`config.mk`:
```
export PLATFORM = sky130hd
export DESIGN_NAME = rca_nibble_seq
export DESIGN_NICKNAME = d
export VERILOG_FILES = /design/src/rtl/rca_nibble_seq.sv
export SDC_FILE = /design/constraint.sdc
export NUM_CORES = 1
export LEC_CHECK = 0
export CORE_ASPECT_RATIO = 1.25
export CORE_MARGIN = 1.5
export CORE_UTILIZATION = 46
export CTS_CLUSTER_DIAMETER = 100
export DETAILED_ROUTE_END_ITERATION = 8
export PLACE_DENSITY = 0.79
export SLEW_MARGIN = 10
export SYNTH_ARGS = -nofsm -noshare
export SYNTH_HDL_FRONTEND = slang
export SYNTH_SLANG_ARGS = --single-unit
```
`constraint.sdc`:
```
create_clock -name clk -period 3.3 [get_ports clk]
set_input_delay 0.66 -clock clk [delete_from_list [all_inputs] [get_ports clk]]
set_output_delay 0.66 -clock clk [all_outputs]
set_load 0.005 [all_outputs]
```
`src/rtl/rca_nibble_seq.sv`:
```
// rca_nibble_seq: WIDTH-bit adder that adds one nibble per clock through a single shared RCA4.
// The inter-nibble carry is registered, so the only combinational carry path is four bits long.
module rca4 (
    input  logic [3:0] a,
    input  logic [3:0] b,
    input  logic       cin,
    output logic [3:0] s,
    output logic       cout
);
    logic [4:0] c;
    assign c[0] = cin;
    for (genvar i = 0; i < 4; i++) begin : g_fa
        assign s[i]   = a[i] ^ b[i] ^ c[i];
        assign c[i+1] = (a[i] & b[i]) | (c[i] & (a[i] ^ b[i]));
    end
    assign cout = c[4];
endmodule

module rca_nibble_seq #(
    parameter int WIDTH = 32
) (
    input  logic             clk,
    input  logic             rst,
    input  logic             in_valid,
    output logic             in_ready,
    input  logic [WIDTH-1:0] a,
    input  logic [WIDTH-1:0] b,
    input  logic             cin,
    output logic             out_valid,
    input  logic             out_ready,
    output logic [WIDTH-1:0] sum,
    output logic             cout,
    output logic             busy
);
    localparam int NIB = WIDTH / 4;
    localparam int CW = NIB > 1 ? $clog2(NIB) : 1;
    localparam logic [CW-1:0] LAST = CW'(NIB - 1);

    if (WIDTH < 4 || WIDTH % 4 != 0) begin : g_bad_width
        $error("rca_nibble_seq: WIDTH must be a positive multiple of 4");
    end

    typedef enum logic [1:0] {IDLE, RUN, DONE} state_t;

    state_t           state;
    logic [CW-1:0]    count;
    logic [WIDTH-1:0] ra, rb;
    logic             carry;
    logic [3:0]       ns;
    logic             nc;

    rca4 u_rca (
        .a   (ra[{count, 2'b00} +: 4]),
        .b   (rb[{count, 2'b00} +: 4]),
        .cin (carry),
        .s   (ns),
        .cout(nc)
    );

    assign in_ready = state == IDLE;

    always_ff @(posedge clk) begin
        if (rst) begin
            state     <= IDLE;
            count     <= '0;
            ra        <= '0;
            rb        <= '0;
            carry     <= 1'b0;
            sum       <= '0;
            cout      <= 1'b0;
            out_valid <= 1'b0;
            busy      <= 1'b0;
        end else begin
            case (state)
                IDLE: if (in_valid) begin
                    ra    <= a;
                    rb    <= b;
                    carry <= cin;
                    count <= '0;
                    busy  <= 1'b1;
                    state <= RUN;
                end
                RUN: begin
                    sum[{count, 2'b00} +: 4] <= ns;
                    carry <= nc;
                    count <= count + 1'b1;
                    if (count == LAST) begin
                        cout      <= nc;
                        out_valid <= 1'b1;
                        busy      <= 1'b0;
                        state     <= DONE;
                    end
                end
                DONE: if (out_ready) begin
                    out_valid <= 1'b0;
                    state     <= IDLE;
                end
                default: state <= IDLE;
            endcase
        end
    end
endmodule

```
# --- Word-level counts from Yosys, hierarchy flattened ---
# Index checks and enable logic that the tools add are counted.
word_totals:
  output_inout_bits: 36
  wordCells: 65
  inputBits: 69
  ff_bits: 105
op_classes:
  reduce_logical: 9
  bitwise: 20
  n_mux: 15
  n_addsub: 2
  n_eq_ne: 6
  shifts: 4
ops:
  columns: ["cell", "n"]
  rows:
  - ["32-bit by 6-bit indexed part select with 4-bit output", 2]
  - ["32-bit bitwise mux", 1]
  - ["4-bit by 7-bit variable shift with 32-bit output (first input constant)", 1]
  - ["4-bit by 7-bit indexed part select with 32-bit output", 1]
  - ["3-bit AND reduction", 3]
  - ["1-bit AND", 8]
  - ["1-bit bitwise XOR", 8]
  - ["5-bit negator with 7-bit output", 1]
  - ["2-bit two-way mux", 3]
  - ["2-bit inequality test (second input constant)", 3]
  - ["1-bit case mux with 2 select lines", 3]
  - ["2-bit case mux with 3 select lines", 1]
  - ["3-bit case mux with 2 select lines", 1]
  - ["2-bit AND reduction", 3]
  - ["1-bit two-way mux", 5]
  - ["1-bit bitwise OR", 4]
  - ["2-bit nonzero test", 2]
  - ["3-bit by 1-bit adder with 3-bit output (second input constant)", 1]
  - ["3-bit equality test (second input constant)", 1]
  - ["3-bit two-way mux", 1]
  - ["2-bit by 1-bit equality test with 1-bit output (second input constant)", 1]
  - ["2-bit equality test (second input constant)", 1]
  - ["2-bit logical NOT", 1]

# --- Logic depth before layout (Yosys ltp) ---
# Gate-level depths: netlist (run 1).
depth:
  depth_word: 11
  mapped_depth: 13
  mapped_depth_nobuf: 11

# --- Modules after synthesis ---
# Synthesis (run 1) repeated with hierarchy kept, for this count alone.
hier_totals:
  cells_unflattened: 537
  area_unflattened_um2: 4708.3
by_module_without_submodules:
  columns: ["module", "area_each_um2", "cells_each", "seq_area_each_um2", "n_inst"]
  rows:
  - ["rca_nibble_seq", 4590.7, 523, 2102.0, 1]
  - ["rca4", 117.6, 14, 0.0, 1]

# --- Worst setup path before layout (run 1) ---
# No wires, ideal clock.
synth_path:
  path_type: "reg2reg"
  startpoint: "register count[1]"
  endpoint: "register sum[27]"
  setup_time_ns: 0.072
  required_time_ns: 3.228
  n_path_buf: 1
  slack_ns: 0.224
  synth_period_minus_slack_ns: 3.076
  path_stages_with_launch: 13
  arrival_ns: 3.004
  cell_sequence: "dfxtp_1 clkbuf_1 mux4_2 mux2i_1 fa_1 inv_1 fa_1 inv_1 fa_1 inv_1 fa_1 nand3b_1 mux2i_1"
synth_via:
  elab_chain_len: 11
  elab_cells_between_ends: 23
  cone_classes: "1 x add/sub; 4 x shift; 1 x mux; 17 x bitwise"
synth_lines:
  columns: ["element", "line_no", "source"]
  rows:
  - ["from (decl)", "46", "logic [CW-1:0] count;"]
  - ["from (signal assigned)", "86", "count <= count + 1'b1;"]
  - ["32-bit by 6-bit indexed part select with 4-bit output, on equally long branches", "53, 54", null]
  - ["1-bit bitwise XOR", "13, 14", null]
  - ["1-bit AND", "14", "assign c[i+1] = (a[i] & b[i]) | (c[i] & (a[i] ^ b[i]));"]
  - ["1-bit bitwise OR", "14", null]
  - ["1-bit AND", "14", null]
  - ["1-bit bitwise OR", "14", null]
  - ["1-bit AND", "14", null]
  - ["1-bit bitwise OR", "14", null]
  - ["1-bit bitwise XOR", "13", "assign s[i] = a[i] ^ b[i] ^ c[i];"]
  - ["4-bit by 7-bit indexed part select with 32-bit output", "84", "sum[{count, 2'b00} +: 4] <= ns;"]
  - ["32-bit bitwise mux (*)", "84", null]
  - ["to (signal, indexed assignment)", "84", null]
  - ["to (decl)", "31", "output logic [WIDTH-1:0] sum,"]
# Every way passes the cells marked *; elsewhere a longest branch is shown, timed or not.
# A chain may end at the register's enable or synchronous reset.

# --- Worst setup path in the final report (run 1) ---
# Ends and elaborated chain as after synthesis.

==> run_results.csv, run 1 <==
group,metric,value,unit
outcome,status,"completed",
pwr,pwr-share-clk,0.366,
sta,min_period,3.046,ns
sta,fin_setup_tns,0,ns
place,port_buffers,104,
logic_synthesis,avgSynthCellArea,9.164,sq um
global_route,grt_max_degree,82,
clock_network,clockBufferDepth,2,
floorplanning,coreArea,0.01005,sq mm
layout,antenna_cells,0,
sta,finalSetupViolCount,0,
logic_synthesis,synth_nets,595,
worst_setup_path,slowest_stage,"fa_1",
worst_setup_path,worstPathMaxFanout,12,
global_route,antenna_found_initial,0,
worst_setup_path,crit_path_max_incr_delay,0.60,ns
floorplanning,pin_count,105,
worst_setup_path,crit_arrival,3.32,ns
layout,seqCellArea,0.002103,sq mm
drt,drt_iter0_drc,182,
worst_setup_path,cp.buffers_inverters,4,
layout,fillCellCount,892,
logic_synthesis,yosysSeqAreaShare,0.4454,
logic_synthesis,ys_async_sr_fraction,0,
floorplanning,fp.dieW,93.60,um
drt,postRouteAntennaNets,0,
clock_network,clock_latency,0.34,ns
logic_synthesis,synth.ff_latch_count,105,
worst_setup_path,crit_start,"count[1]",
drt,wirelength,10770,um
hold_path,min_from,"ra[6]",
worst_setup_path,r2r-start,"count[1]",
drt,wl_per_cell,14.67,um
clock_network,cts_inserted_buffers,9,
clock_network,cts_htree_levels,3,
clock_network,post_cts_resized,0,
logic_synthesis,ys.flop_type,"dfxtp_1",
worst_setup_path,start_kind,"register",
pwr,switching_power,0.6646,mW
global_route,grt_pass1_vias,3724,
layout,fin_nets,680,
clock_network,clkSinkCount,105,
place,place.gp.congestion,0.8218,
pwr,seq_power_share,0.503,
hold_path,hold_path.class,"register to register",
layout,drive_above_1_share,0.09917,
sta,maxSlewHeadroom,0.4896,
layout,area_growth_syn_to_layout,28.82,%
worst_setup_path,cp_cell_sequence,"buf_4 -> mux4_2 -> mux2i_1 -> fa_1 -> inv_1 -> fa_1 -> inv_1 -> fa_1 -> inv_1 -> fa_1 -> nand3b_1 -> mux2i_1",
clock_network,cts_setup_buffers,0,
sta,final-max-slew-violation-count,0,
clock_network,cts_hold_buffers,0,
drt,viasPerCell,5.233,
pwr,intPower,2.031,mW
sta,fmaxAchievable,0.3283,GHz
logic_synthesis,yosysTopAreaCell,"dfxtp_1",
floorplanning,rows,41,
sta,tightest_slew,0.7655,ns
place,dp.cells,718,
logic_synthesis,yosysTopAreaCellShare,0.4454,
drt,drc,0,
logic_synthesis,syn_area,0.004720,sq mm
sta,rsz0062_at_grt,"false",
layout,fin_cells,734,
clock_network,cts_tree,"built",
floorplanning,dieArea,0.01088,sq mm
layout,utilization,0.6047,
drt,num_vias,3841,
layout,multi_input_area,0.002409,sq mm
logic_synthesis,synth-edff-count,0,
sta,finClkSkew,0.008632,ns
worst_setup_path,crit_family,"adder cells",
logic_synthesis,synth_area_leaders,"dfxtp_1 45%, nand2_1 12%, a21oi_1 7.6%",
pwr,pwr-share-comb,0.132,
sta,finalHoldViolations,0,
place,hpwl,7986,um
logic_synthesis,synth_cells,515,
pwr,vdd_drop_max,231.2,uV
global_route,gr-total-overflow,0,
global_route,grt_usage,0.2069,
hold_path,hold_path_depth,2,
floorplanning,die_height,116.2,um
worst_setup_path,critical_path_class,"register to register",
worst_setup_path,worstRegToRegCells,12,
worst_setup_path,critical_path.most_common_cell,"fa_1",
worst_setup_path,crit_path_end_kind,"register",
worst_setup_path,critPathRequiredTime,3.57,ns
logic_synthesis,synth_cell_types,39,
worst_setup_path,cp.depth,12,
pwr,power_leakage,2.309,nW
clock_network,ctsRootBufferMaster,"clkbuf_16",
job,cap_violations,0,
global_route,grt_pass1_wl,17520,um
pwr,power_density,443.4,mW/mm^2
floorplanning,start_util,0.4694,
pwr,switching_share,0.2466,
clock_network,clk_transition_reported_paths,0.07,ns
logic_synthesis,synth_warnings,0,
sta,finalCritPeriodShare,0.9231,
drt,first_pass_iters,4,
power by group through the flow:
stage               registers (mW)  logic [mW]  clock network [mW]
floorplan                     1.37       0.214                   0
global placement              1.38       0.345                   0
detailed placement            1.38       0.355                   0
CTS                           1.35       0.356                1.00
global route                  1.36       0.392                1.04
finish                        1.36       0.354               0.986
logic make-up (layout without fill, tap and decap cells):
family,Yosys count,count (layout),share of synthesized area
buf+inv,47,137,0.04586
compound gates,83,83,0.09623
mux,50,50,0.1543
fa+ha+maj,11,11,0.03552
flops,105,105,0.4454
simple gates,219,219,0.2227
state kept, by name, indices dropped and copies added (netlist names):
name and flops:
out_valid 1, sum 32, cout 1, count 3
carry 1, busy 1, ra 32, rb 32
state 2
cell type report:
type / count / area share
Timing Repair Buffer: 112 / 0.1807
Tap cell: 129 / 0.02655
Inverter: 9 / 0.005557
Clock buffer: 11 / 0.03993
Multi-Input combinational cell: 363 / 0.3962
Clock inverter: 5 / 0.005145
Sequential cell: 105 / 0.3460
layer usage:
metal | vias to the layer above | part of all wire | global-route usage
li1 | 1901 | - | -
met2 | 114 | 0.53 | 0.3816
met3 | 17 | 0.044 | 0.03711
met1 | 1809 | 0.40 | 0.2329
met4 | 0 | 0.020 | 0.08856
met5 | - | 0 | 0
placed cells by master, fill, tap and decap left out, types with 2 or more instances in the layout:
cell / instances
nor4b_4: 2
inv_1: 9
clkdlybuf4s50_1: 103
a22oi_1: 2
clkinv_2: 3
and4_4: 2
nand2_1: 150
nor2b_1: 13
mux4_2: 16
nand2b_1: 24
clkbuf_16: 9
mux2i_1: 24
o21bai_1: 2
a21oi_1: 72
a311oi_1: 2
nor2_1: 11
mux2_4: 4
buf_4: 9
mux2_2: 5
ha_1: 7
dfxtp_1: 104
nand3b_1: 3
fa_1: 4
nand4b_1: 2
a211oi_1: 2
path summary, 6_finish.rpt:
| kind | to | slack (ns) |
|---|---|---|
| setup reg to reg | sum[27] | 0.25 |
| hold / removal | ra[6] | 0.45 |
| hold reg to reg | ra[6] | 0.45 |
| setup / recovery | sum[27] | 0.25 |
stage by stage:
step	worst slack, ns	cell area [sq um]	hold WS, ns	power (mW)
2_1_floorplan	0.2241	4720	0.4331	1.584
3_3_place_gp	0.2380	5802	0.4403	1.726
3_5_place_dp	0.1500	5802	0.4467	1.738
4_1_cts	0.1418	6076	0.4557	2.714
5_1_grt	0.01448	6080	0.4714	2.795
6_report	0.2537	6080	0.4547	2.696
worst register-to-register path: cells and delay by family, from the launching register on:
kind	cells	cell delay (ns)
adders and majority gates	4	1.33
and+or+nand+nor	1	0.12
DFF	1	0.39
buffers and inverters	4	0.43
muxes	3	0.70
cell usage after synthesis, drive strengths merged (3+ instances only):
master  instances
nor2b          13
inv             9
clkbuf         14
buf            24
nand3b          3
fa              4
nand2         150
mux2           10
nor2           11
nand2b         24
mux2i          24
a21oi          72
ha              7
dfxtp         105
mux4           16
nor4b           3
Note: power is estimated with default switching activity, not from simulation.
==> inputs of run 2 (changes only) <==
--- a/config.mk
+++ b/config.mk
@@ -11,6 +11,7 @@
 export CTS_CLUSTER_DIAMETER = 100
 export DETAILED_ROUTE_END_ITERATION = 8
 export PLACE_DENSITY = 0.79
+export SETUP_SLACK_MARGIN = 0.4
 export SLEW_MARGIN = 10
 export SYNTH_ARGS = -nofsm -noshare
 export SYNTH_HDL_FRONTEND = slang
==> run 2 against run 1 <==
Against the previous run: clock-buffer cell count fell by 1; final area rose by 1.8%; die area did not move; maximum frequency rose by 4.4%; final cell count rose by 0.82%; utilization rose by 1.1 points; highest routed layer unchanged.
==> run_results.csv, run 2 (same netlist as run 1, synthesis figures left out) <==
group,metric,value,unit
drt,viasPerCell,5.189,
worst_setup_path,r2r_setup_slack,0.38,ns
drt,drt_iter0_drc,166,
clock_network,clock_latency,0.35,ns
drt,num_vias,3840,
worst_setup_path,crit_path_max_incr_delay,0.57,ns
layout,seqCellArea,0.002110,sq mm
global_route,antenna_found_initial,0,
worst_setup_path,crit_arrival,3.19,ns
sta,timing.final.ws_setup,0.3829,ns
clock_network,cts_inserted_buffers,9,
global_route,grt_max_degree,65,
worst_setup_path,worstRegToRegCells,11,
place,place_ws,0.2118,ns
place,dpl_cell_area,0.005788,sq mm
layout,final_cell_area,0.006188,sq mm
sta,finalSetupViolCount,0,
worst_setup_path,critical_path_class,"register to register",
worst_setup_path,r2r-start,"count[2]",
drt,drc,0,
sta,maxSlewHeadroom,0.2086,
layout,layout_common_cells,"150 x nand2_1, 103 x dfxtp_1, 103 x clkdlybuf4s50_1",
hold_path,min_from,"rb[23]",
outcome,status,"completed",
worst_setup_path,rr_endpoint,"sum[11]",
layout,area_growth_syn_to_layout,31.12,%
worst_setup_path,crit_path_end_kind,"register",
pwr,power_density,443.8,mW/mm^2
floorplanning,start_util,0.4694,
pwr,vdd_drop_max,285.3,uV
floorplanning,fp.dieW,93.60,um
worst_setup_path,cp_cell_sequence,"mux4_2 -> mux2i_4 -> fa_2 -> inv_2 -> fa_2 -> inv_2 -> fa_2 -> inv_2 -> fa_2 -> nand3b_1 -> mux2i_1",
drt,wl_per_cell,14.54,um
place,place.gp.congestion,0.8301,
worst_setup_path,critPathRequiredTime,3.58,ns
sta,rsz0062_at_grt,"true",
layout,final_common_cell,"nand2_1",
global_route,grt_pass1_vias,3765,
sta,fin_setup_tns,0,ns
clock_network,clk_transition_reported_paths,0.07,ns
sta,finalHoldViolations,0,
layout,multi_input_area,0.002432,sq mm
layout,antenna_cells,0,
worst_setup_path,worstPathMaxFanout,5,
floorplanning,die_height,116.2,um
sta,finalCritPeriodShare,0.8840,
sta,min_period,2.917,ns
floorplanning,coreArea,0.01005,sq mm
clock_network,clockBufferDepth,2,
job,cap_violations,0,
sta,fmaxAchievable,0.3428,GHz
layout,fin_nets,686,
place,hpwl,7779,um
clock_network,cts_htree_levels,3,
clock_network,ctsRootBufferMaster,"clkbuf_16",
drt,postRouteAntennaNets,0,
clock_network,clkSinkCount,105,
floorplanning,dieArea,0.01088,sq mm
layout,largestRegisters,"ra x32, rb x32, sum x32",
sta,finClkSkew,0.01144,ns
hold_path,hold_path.class,"register to register",
drt,wirelength,10760,um
worst_setup_path,crit_start,"count[2]",
drt,first_pass_iters,4,
worst_setup_path,slowest_stage,"fa_2",
global_route,grt_usage,0.2027,
worst_setup_path,critical_path.most_common_cell,"fa_2",
floorplanning,rows,41,
place,port_buffers,104,
layout,fillCellCount,850,
global_route,grt_pass1_wl,17290,um
sta,tightest_slew,1.187,ns
pwr,power_leakage,2.331,nW
clock_network,cts_tree,"built",
worst_setup_path,worstSetupEndpoint,"sum[11]",
sta,final-max-slew-violation-count,0,
global_route,gr-total-overflow,0,
layout,drive_above_1_share,0.1277,
worst_setup_path,start_kind,"register",
floorplanning,pin_count,105,
## run 2: cell count changes in the layout (fill, tap and decap cells not counted), moves of 2 or more
cell	previous run	this run
inv_1	9	5
dfxtp_4	0	2
mux2i_1	24	22
inv_6	0	3
fa_2	0	4
inv_2	0	3
buf_4	9	13
fa_1	4	0
clkinv_2	3	1
## run 2: routing by layer
layer	share of wire	vias up	global-route usage
li1	-	1914	-
met1	0.41	1798	0.2322
met2	0.53	106	0.3686
met3	0.045	22	0.03841
met4	0.021	0	0.08458
met5	0	-	0
## run 2: layout make-up
type / instances / share of cell area
multi-input cells: 363 / 0.3930
clock buffers: 10 / 0.03862
repair buffers: 118 / 0.1874
flip-flops and latches: 105 / 0.3409
clock inverters: 6 / 0.007885
inverters: 9 / 0.006066
well taps: 129 / 0.02608
## run 2: critical path, delay by kind of cell, from the launching register on
| family | cells | cell delay (ns) |
|---|---|---|
| adder cells (fa/ha/maj) | 4 | 1.31 |
| multiplexers | 3 | 0.89 |
| flip-flops | 1 | 0.39 |
| buffers and inverters | 3 | 0.14 |
| AND/OR/NAND/NOR | 1 | 0.12 |
## run 2: power by group
group          internal (mW)  total, mW  switching (mW)
combinational          0.192      0.370           0.178
sequential              1.32       1.35          0.0337
clock                  0.542       1.02           0.483
## run 2: per-stage QoR
stage	utilization	power (mW)	hold WS [ns]	cells
finish	0.6155	2.747	0.4554	740
detailed placement	0.5757	1.733	0.4447	716
global route	0.6155	2.854	0.4726	740
CTS	0.6086	2.745	0.4537	734
global placement	0.5757	1.724	0.4417	716
floorplan	-	1.586	0.4331	515
## run 2: timing repair
item	CTS	global route
gates cloned	0	0
resized for setup	13	5
hold buffers	0	0
setup endpoints to repair	11	10
setup buffers	2	6
## run 2: worst min path at each step
stage	endpoint	slack, ns	depth (start not counted)
final	rb[23]	0.46	2
after detailed placement	rb[23]	0.44	2
after CTS	rb[23]	0.45	2
after global routing	rb[23]	0.47	2
after floorplan	ra[10]	0.43	2
after global placement	rb[25]	0.44	2
==> inputs of run 3 (changes only) <==
--- a/config.mk
+++ b/config.mk
@@ -10,7 +10,8 @@
 export CORE_UTILIZATION = 46
 export CTS_CLUSTER_DIAMETER = 100
 export DETAILED_ROUTE_END_ITERATION = 8
-export PLACE_DENSITY = 0.79
+export GPL_ROUTABILITY_DRIVEN = 1
+export PLACE_DENSITY_LB_ADDON = 0.3
 export SETUP_SLACK_MARGIN = 0.4
 export SLEW_MARGIN = 10
 export SYNTH_ARGS = -nofsm -noshare
==> run 3 against run 2 <==
Against the previous run: sequential power about the same; first-iteration DRC count decreased by 23%; routed wire length decreased by 1.6%; critical path depth unchanged; utilization decreased by 0.062 points; clock skew decreased by 0.0035 ns; setup slack improved by 0.059 ns; die area unchanged; non-clock buffer count decreased by 4; clock power increased by 8%; critical endpoint unchanged.
==> run_results.csv, run 3 (same netlist as run 1, synthesis figures left out) <==
group,metric,value,unit
place,dpl_cell_area,0.005803,sq mm
sta,holdWs,0.4561,ns
layout,largestRegisters,"ra x32, rb x32, sum x32",
layout,area_growth_syn_to_layout,30.99,%
clock_network,clockBufferDepth,2,
clock_network,ctsRootBufferMaster,"clkbuf_16",
floorplanning,coreArea,0.01005,sq mm
worst_setup_path,critical_path.most_common_cell,"fa_2",
hold_path,hold_path.class,"register to register",
worst_setup_path,r2r-start,"count[2]",
drt,drc,0,
place,dp.cells,718,
clock_network,cts_htree_levels,3,
worst_setup_path,crit_family,"adder cells",
place,hpwl,7789,um
drt,wl_per_cell,14.39,um
floorplanning,die_height,116.2,um
clock_network,clk_transition_reported_paths,0.07,ns
hold_path,hold_path_depth,2,
drt,first_pass_iters,4,
layout,utilization,0.6149,
worst_setup_path,worstPathMaxFanout,4,
layout,fin_nets,682,
clock_network,cts_tree,"built",
outcome,status,"completed",
sta,finalCritPeriodShare,0.8662,
sta,final-max-slew-violation-count,0,
global_route,grt_usage,0.2024,
global_route,grt_pass1_wl,17270,um
pwr,power_density,455.1,mW/mm^2
worst_setup_path,slowest_stage,"fa_2",
sta,rsz0062_at_grt,"true",
floorplanning,pin_count,105,
sta,maxSlewHeadroom,0.5361,
worst_setup_path,critPathRequiredTime,3.56,ns
worst_setup_path,cp_cell_sequence,"mux4_2 -> mux2i_4 -> fa_2 -> inv_2 -> fa_2 -> inv_2 -> fa_2 -> inv_2 -> fa_2 -> nand3b_1 -> mux2i_1",
sta,timing.final.ws_setup,0.4415,ns
layout,final_cell_area,0.006182,sq mm
sta,tightest_slew,0.6959,ns
place,port_buffers,104,
job,cap_violations,0,
pwr,vdd_drop_max,311.0,uV
sta,finalSetupViolCount,0,
worst_setup_path,crit_path_end_kind,"register",
layout,drive_above_1_share,0.1186,
floorplanning,fp.dieW,93.60,um
global_route,grt_pass1_vias,3636,
layout,fin_cells,736,
hold_path,min_from,"ra[28]",
layout,layout_common_cells,"150 x nand2_1, 103 x dfxtp_1, 103 x clkdlybuf4s50_1",
worst_setup_path,worstRegToRegCells,11,
floorplanning,dieArea,0.01088,sq mm
drt,viasPerCell,5.202,
sta,finClkSkew,0.007982,ns
clock_network,cts_inserted_buffers,9,
layout,antenna_cells,0,
worst_setup_path,r2r_setup_slack,0.44,ns
worst_setup_path,rr_endpoint,"sum[11]",
sta,fmaxAchievable,0.3498,GHz
worst_setup_path,cp.buffers_inverters,3,
global_route,grt_max_degree,70,
clock_network,clkSinkCount,105,
clock_network,clock_latency,0.34,ns
global_route,antenna_found_initial,0,
sta,fin_setup_tns,0,ns
clock_network,cts_hold_buffers,0,
drt,drt_iter0_drc,128,
pwr,power_leakage,2.325,nW
drt,postRouteAntennaNets,0,
place,place.gp.congestion,0.7971,
drt,num_vias,3829,
worst_setup_path,crit_path_max_incr_delay,0.57,ns
pwr,finalPower,2.814,mW
drt,wirelength,10590,um
sta,min_period,2.859,ns
floorplanning,rows,41,
hold_path,hold-path-endpoint,"ra[28]",
place,place_ws,0.2659,ns
sta,finalHoldViolations,0,
global_route,gr-total-overflow,0,
worst_setup_path,crit_arrival,3.12,ns
floorplanning,start_util,0.4694,
layout,final_common_cell,"nand2_1",
worst_setup_path,critical_path_class,"register to register",
worst_setup_path,start_kind,"register",
==> run 3: repair_timing <==
action                                  4_1_cts  5_1_grt
setup buffers                                 1        1
pin swaps                                     0        0
cloned                                        0        0
resized for setup                            11        5
endpoints found under the setup margin       12       10
==> run 3: layout make-up <==
class | count | area [sq um]
clock buffer | 13 | 270.3
sequential | 105 | 2110
tap | 129 | 161.4
clock inverter | 3 | 46.29
multi-input combinational | 363 | 2435
inverter | 9 | 33.78
timing repair buffer | 114 | 1126
fill | 858 | 3872
==> run 3: worst min-delay path, delay by kind of cell, from the launching register on <==
kind,cells,cell delay [ns]
AND/OR/NAND/NOR,1,0.05
AO/OA/AOI/OAI,1,0.05
flip-flops,1,0.31
==> run 3: how the worst max path moves through the flow <==
stage                     startpoint       to  slack, ns  cells after the start
after global routing        count[2]  sum[27]       0.35                     11
after CTS                   count[2]  sum[11]       0.40                     11
after global placement      count[1]  sum[27]       0.34                     11
after floorplan             count[1]  sum[27]       0.40                     12
after detailed placement    count[1]  sum[11]       0.27                     11
final                       count[2]  sum[11]       0.44                     11
==> run 3: metal layers <==
metal | global-route usage | routed length, um | vias to the layer above
met2 | 0.3589 | 5524 | 96
met1 | 0.2477 | 4573 | 1820
met4 | 0.07363 | 110 | 0
met3 | 0.03255 | 380 | 8
li1 | - | - | 1905
met5 | 0 | 0 | -
==> run 3: power by group <==
part           internal, mW  total, mW  switching, mW
Combinational         0.187      0.360          0.173
Sequential             1.32       1.35         0.0353
Clock                 0.653       1.10          0.446
